[src/rtl/vram_write_buffer.sv]
// Write buffer between the rasterizer VRAM write port and the memory controller:
// FIFO plus one output stage replayed over req/ack. Optional VRAM_WRITE_COALESCE_EN merges same-address writes.
module vram_write_buffer #(
    parameter int DEPTH       = 16,
    parameter int ADDR_WIDTH  = 16,
    parameter int DATA_WIDTH  = 16,
    parameter int MASK_WIDTH  = 4,
    parameter int AFULL_LEVEL = 12
) (
    input  logic                      clk,
    input  logic                      reset_ni,
    input  logic                      vram_sel_i,
    input  logic                      vram_wr_i,
    input  logic [MASK_WIDTH-1:0]     vram_mask_i,
    input  logic [ADDR_WIDTH-1:0]     vram_addr_i,
    input  logic [DATA_WIDTH-1:0]     vram_data_i,
    output logic                      full_o,
    output logic                      afull_o,
    output logic                      overflow_o,
    output logic [$clog2(DEPTH):0]    level_o,
    output logic                      idle_o,
    output logic                      mem_req_o,
    input  logic                      mem_ack_i,
    output logic [ADDR_WIDTH-1:0]     mem_addr_o,
    output logic [DATA_WIDTH-1:0]     mem_data_o,
    output logic [MASK_WIDTH-1:0]     mem_mask_o
);
    localparam int PTR_W = $clog2(DEPTH);
    localparam int LVL_W = PTR_W + 1;

    typedef struct packed {
        logic [ADDR_WIDTH-1:0] addr;
        logic [DATA_WIDTH-1:0] data;
        logic [MASK_WIDTH-1:0] mask;
    } entry_t;

    typedef enum logic {S_EMPTY, S_REQ} state_t;

    state_t           r_state, w_state_nxt;
    entry_t           r_mem [DEPTH];
    entry_t           r_out, w_out_nxt, w_in, w_head, w_mem_wr_data;
    logic [PTR_W-1:0] r_wr_ptr, r_rd_ptr, w_mem_wr_ptr;
    logic [LVL_W-1:0] r_cnt, w_cnt_nxt, r_level, w_level_nxt;
    logic             w_wr, w_complete, w_push, w_pop, w_merge, w_drop;
    logic             r_full, r_afull, r_overflow;

    assign w_wr       = vram_sel_i & vram_wr_i;
    assign w_in       = '{addr: vram_addr_i, data: vram_data_i, mask: vram_mask_i};
    assign w_complete = (r_state == S_REQ) & mem_ack_i;
    assign w_head     = r_mem[r_rd_ptr];

`ifdef VRAM_WRITE_COALESCE_EN
    localparam int LANE_W = DATA_WIDTH / MASK_WIDTH;
    logic [PTR_W-1:0] w_tail_ptr;
    entry_t           w_tail, w_merged;

    assign w_tail_ptr = r_wr_ptr - 1'b1;
    assign w_tail     = r_mem[w_tail_ptr];
    // The tail must survive this edge in the FIFO; a lone entry being popped is no longer mergeable.
    assign w_merge    = w_wr && (r_cnt != '0) && !(w_complete && (r_cnt == LVL_W'(1)))
                        && (w_tail.addr == w_in.addr);

    always_comb begin
        w_merged      = w_tail;
        w_merged.mask = w_tail.mask | w_in.mask;
        for (int i = 0; i < MASK_WIDTH; i++) begin
            if (w_in.mask[i]) w_merged.data[i*LANE_W +: LANE_W] = w_in.data[i*LANE_W +: LANE_W];
        end
    end

    assign w_mem_wr_ptr  = w_merge ? w_tail_ptr : r_wr_ptr;
    assign w_mem_wr_data = w_merge ? w_merged : w_in;
`else
    assign w_merge       = 1'b0;
    assign w_mem_wr_ptr  = r_wr_ptr;
    assign w_mem_wr_data = w_in;
`endif

    // NOTE: every signal gets its default before the case, so no path can infer a latch.
    always_comb begin
        w_state_nxt = r_state;
        w_out_nxt   = r_out;
        w_push      = 1'b0;
        w_pop       = 1'b0;
        w_drop      = 1'b0;
        case (r_state)
            S_EMPTY: begin
                if (w_wr) begin
                    w_out_nxt   = w_in;
                    w_state_nxt = S_REQ;
                end
            end
            S_REQ: begin
                if (w_complete) begin
                    if (r_cnt != '0) begin
                        w_out_nxt = w_head;
                        w_pop     = 1'b1;
                        w_push    = w_wr & ~w_merge;
                    end else if (w_wr) begin
                        w_out_nxt = w_in;
                    end else begin
                        w_state_nxt = S_EMPTY;
                    end
                end else if (w_wr && !w_merge) begin
                    if (r_cnt == LVL_W'(DEPTH)) w_drop = 1'b1;
                    else                         w_push = 1'b1;
                end
            end
        endcase
    end

    assign w_cnt_nxt   = r_cnt + LVL_W'(w_push) - LVL_W'(w_pop);
    assign w_level_nxt = w_cnt_nxt + LVL_W'(w_state_nxt == S_REQ);

    always_ff @(posedge clk or negedge reset_ni) begin
        if (!reset_ni) begin
            r_state    <= S_EMPTY;
            r_out      <= '0;
            r_wr_ptr   <= '0;
            r_rd_ptr   <= '0;
            r_cnt      <= '0;
            r_level    <= '0;
            r_full     <= 1'b0;
            r_afull    <= 1'b0;
            r_overflow <= 1'b0;
        end else begin
            r_state    <= w_state_nxt;
            r_out      <= w_out_nxt;
            r_wr_ptr   <= r_wr_ptr + PTR_W'(w_push);
            r_rd_ptr   <= r_rd_ptr + PTR_W'(w_pop);
            r_cnt      <= w_cnt_nxt;
            r_level    <= w_level_nxt;
            r_full     <= (w_level_nxt == LVL_W'(DEPTH + 1));
            r_afull    <= (w_level_nxt >= LVL_W'(AFULL_LEVEL));
            r_overflow <= r_overflow | w_drop;
        end
    end

    // NOTE: storage has no reset; pointers and count define which entries are valid.
    always_ff @(posedge clk) begin
        if (w_push || w_merge) r_mem[w_mem_wr_ptr] <= w_mem_wr_data;
    end

    assign mem_req_o  = (r_state == S_REQ);
    assign mem_addr_o = r_out.addr;
    assign mem_data_o = r_out.data;
    assign mem_mask_o = r_out.mask;
    assign level_o    = r_level;
    assign full_o     = r_full;
    assign afull_o    = r_afull;
    assign overflow_o = r_overflow;
    assign idle_o     = (r_level == '0) & ~mem_req_o;
endmodule

[config.mk]
export PLATFORM = sky130hd
export DESIGN_NAME = vram_write_buffer
export DESIGN_NICKNAME = d
export VERILOG_FILES = /design/src/rtl/vram_write_buffer.sv
export SDC_FILE = /design/constraint.sdc
export NUM_CORES = 1
export LEC_CHECK = 0
export ABC_CLOCK_PERIOD_IN_PS = 11200
export BUFFER_PORTS_ARGS = -buffer_cell sky130_fd_sc_hd__buf_2
export CAP_MARGIN = 20
export CORE_UTILIZATION = 35
export DETAILED_ROUTE_END_ITERATION = 10
export RECOVER_POWER = 100
export SLEW_MARGIN = 20
export SYNTH_ARGS = -nofsm -noshare
export SYNTH_HDL_FRONTEND = slang
export SYNTH_SLANG_ARGS = --single-unit
[constraint.sdc]
create_clock -name clk -period 11.2 [get_ports clk]
set_input_delay 2.24 -clock clk [delete_from_list [all_inputs] [get_ports clk]]
set_output_delay 2.24 -clock clk [all_outputs]
set_load 0.01 [all_outputs]
==> key figures <==
Worst setup path
  – Flop-to-flop setup slack: about 5.5 ns
  – Terminus of the critical flop-to-flop path: full_o
  – R2R depth: 16
  – CP max FO: 39
  – CP Capture Type: register
  – Crit path DAT: roughly 6.8 ns
  – Crit path kind: in2reg
  – Startpoint Class: input pin
  – CP Data Required Time: 11.67 ns
  – RR Startpoint: r_cnt[3]
  – Crit path from: vram_sel_i

Worst hold path
  – WHS Endpoint: overflow_o
  – Min-delay worst type: reg2reg
  – Hold Path Depth: 1
  – Hold_sp: overflow_o

Clock network
  – Inserted Clock Buffers: between 60 and 70
  – Clock transition at path regs: 0.06 ns
  – Clock Root Buffer: clkbuf_16
  – TritonCTS Sinks: roughly 630
  – Clock tree buffer depth: 3
  – Post-CTS Setup Bufs: 0
  – H-tree depth: 3
  – Skew-Pair Late Insertion Delay: roughly 0.6 ns
  – CTS tree: done
  – Cts-stage hold buffer count: 0
  – Post-CTS Resized: 0

Yosys
  – #FFs+latches synth: 634
  – Post-synthesis async set-or-reset flop share: 9.15%
  – Post-synthesis cell type count: 37
  – Sequential area share after synthesis: approximately 75%
  – Synth Cell Area: 24800 um^2
  – Top_reg_cell synth: edfxtp_1
  – Post-synthesis net count: ~1300
  – Synth Instances: around 1300
  – Mapped Avg Cell Area: between 15 and 20 um^2
  – Yosys warning total: 0
  – EDFF count, synth: between 500 and 600

Routing
  – Via count: 12364
  – Antenna viol nets, final: 0
  – Routed WL: 57100 um
  – Pre-antenna DRT Iters: 5
  – Drt via density: approximately 5.3
  – Drt first-iter violations: just over 1000
  – Avg WL per Cell: between 20 and 25 um
  – DRC: 0

Final layout
  – Final #Nets: around 1400
  – Multi-input gate area: approximately 5600 um^2
  – Final Util: between 40 and 50%
  – Design Area, Final: approximately 28000 um^2
  – # fillers: roughly 6300
  – Most frequent cells in the layout: edfxtp_1, clkbuf_1, mux4_2
  – Seq. cell area: around 19000 um^2
  – Commonest non-fill, non-tap cell in the layout: edfxtp_1
  – Proportion of layout cells with a drive suffix above 1: between 15 and 20%
  – Syn-to-layout area delta: 13.9%

Place
  – Placed standard-cell area: approximately 26000 um^2
  – Detail Placement HPWL: between 20000 and 30000 um
  – Final GP Congestion: 0.743
  – Port Buffer Count: 86

Timing
  – Achievable frequency: 0.158 GHz
  – Setup TNS: 0 ns
  – Final Critical Period: about 6.3 ns
  – Worst slew pin tran: about 3.8 ns
  – Endpoints failing hold: 0
  – Rel. slew slack: -153%
  – Max-slew violations: 761
  – Skew final: between 0.01 and 0.015 ns
  – Hold slack final: approximately 0.5 ns
  – Setup violators final: 0
  – Final period utilization: between 50% and 60%
  – RSZ-0062 raised after global routing: no

Power
  – Sw power: ~0.0021 W
  – LEAKAGE: 9.14 nW
  – Combinational power share: 26.6%
  – Pwr Density: roughly 250 nW/um^2
  – Switching share of total power: 30.4%
  – Total power: slightly above 0.007 W
  – Max VDD drop: between 150 and 200 uV
  – Part of the power in the clock network: between 30% and 40%
  – Int Pwr: 0.00491 W
  – Register share of total power: 43.1%

Status
  – Failing checks: capacitance limit, slew limit
  – Outcome: finished with violations

Floorplanning
  – Die Y: ~270 um
  – I/O pin cnt: just under 90
  – Full die area: just over 70000 um^2
  – Die Wd: approximately 270 um
  – Core Box Area: roughly 70000 um^2
  – Row Count: 97
  – Initial Utilization: between 30% and 40%

Global route
  – Initial antenna violation count: 1
  – Gr usage total: 16.3%
  – First-pass GRT wire length: about 86000 um
  – Number of global-route vias before repair: roughly 13000
  – Total gr overflow: 0
  – Largest net degree at the start of global routing: roughly 100

Run
  – Max Cap Viol: 20
per-stage QoR:
| step | worst slack, ns | std cells |
|---|---|---|
| 6_report | 4.88 | 2348 |
| 5_1_grt | 4.54 | 2348 |
| 4_1_cts | 6.59 | 2347 |
| 3_5_place_dp | 5.97 | 2228 |
| 3_3_place_gp | 6.00 | 2228 |
| 2_1_floorplan | 5.14 | 1252 |
flip-flops by register name, summed over array words and instances, names as in the netlist:
register,cells
full_o,1
afull_o,1
r_mem,576
r_wr_ptr,4
overflow_o,1
level_o,5
mem_data_o,16
r_rd_ptr,4
mem_addr_o,16
mem_mask_o,4
r_cnt,5
mem_req_o,1
synth_stat cells (2+ instances only):
cell type	number	share of area (%)
mux2_2	22	1.0
nor2_1	34	0.51
xnor2_1	3	0.11
buf_8	2	0.12
nand3b_1	3	0.091
a21o_1	2	0.060
nor2b_1	2	0.050
buf_6	8	0.36
mux2i_1	87	3.5
mux4_2	108	9.8
a31oi_1	7	0.18
buf_1	6	0.091
inv_1	46	0.70
dfrtp_1	58	5.8
edfxtp_1	576	70
buf_4	8	0.24
o21bai_1	2	0.060
xor2_1	9	0.32
and3_1	2	0.050
nand2_1	5	0.076
a221oi_1	40	1.4
nor3_1	5	0.10
buf_2	19	0.38
ha_1	12	0.60
nand2b_1	33	0.83
a311oi_1	50	1.8
clkbuf_1	34	0.51
a22oi_1	11	0.33
nor3b_1	2	0.060
nand3_1	7	0.14
a21oi_1	43	0.87
kinds of logic (layout without fill, tap and decap cells):
logic type | after synthesis | count (layout) | share of synthesized area (%)
compound gates | 157 | 157 | 4.72
xor+xnor | 12 | 12 | 0.423
fa+ha+maj | 13 | 13 | 0.685
flops | 634 | 634 | 75.5
simple gates | 96 | 96 | 1.99
buf+inv | 123 | 278 | 2.41
mux | 217 | 217 | 14.3
other cells | 0 | 1 | 0
critical path, stage by stage:
cell and delay [ns]:
clkbuf_1 0.09, and2_0 2.17, a21o_1 0.73, clkbuf_1 1.06, a21oi_1 0.19, a311oi_1 0.26
power by group through the flow:
stage                     logic, W  registers, W  clock network (W)
after floorplan            0.00145       0.00296                  0
after global placement     0.00192       0.00307                  0
after detailed placement   0.00194       0.00308                  0
after CTS                  0.00195       0.00303            0.00218
after global routing       0.00206       0.00307            0.00227
final                      0.00188       0.00304            0.00213
metal layers:
metal,global-route usage (%),routed length (um),up-vias
li1,-,-,5348
met1,22.5,25400,6618
met2,26.1,27500,334
met3,3.38,3290,64
met4,4.35,871,0
met5,0,0,-
worst max path at each step:
stage | slack [ns] | to | cells after the start
after floorplan | 5.14 | r_mem[0][0] | 5
after global placement | 6.00 | full_o | 13
after detailed placement | 5.97 | full_o | 13
after CTS | 6.59 | full_o | 13
after global routing | 4.54 | mem_addr_o[5] | 6
final | 4.88 | mem_addr_o[4] | 6
area by class of cell:
cell class	instances	share of cell area (%)
flip-flops and latches	634	66.3
multi-input cells	495	19.8
clock buffers	93	6.56
well taps	940	4.16
repair buffers	113	1.65
clock inverters	26	0.889
inverters	46	0.610
diodes	1	0.00884
No activity file was read; power rests on OpenSTA's default activity.
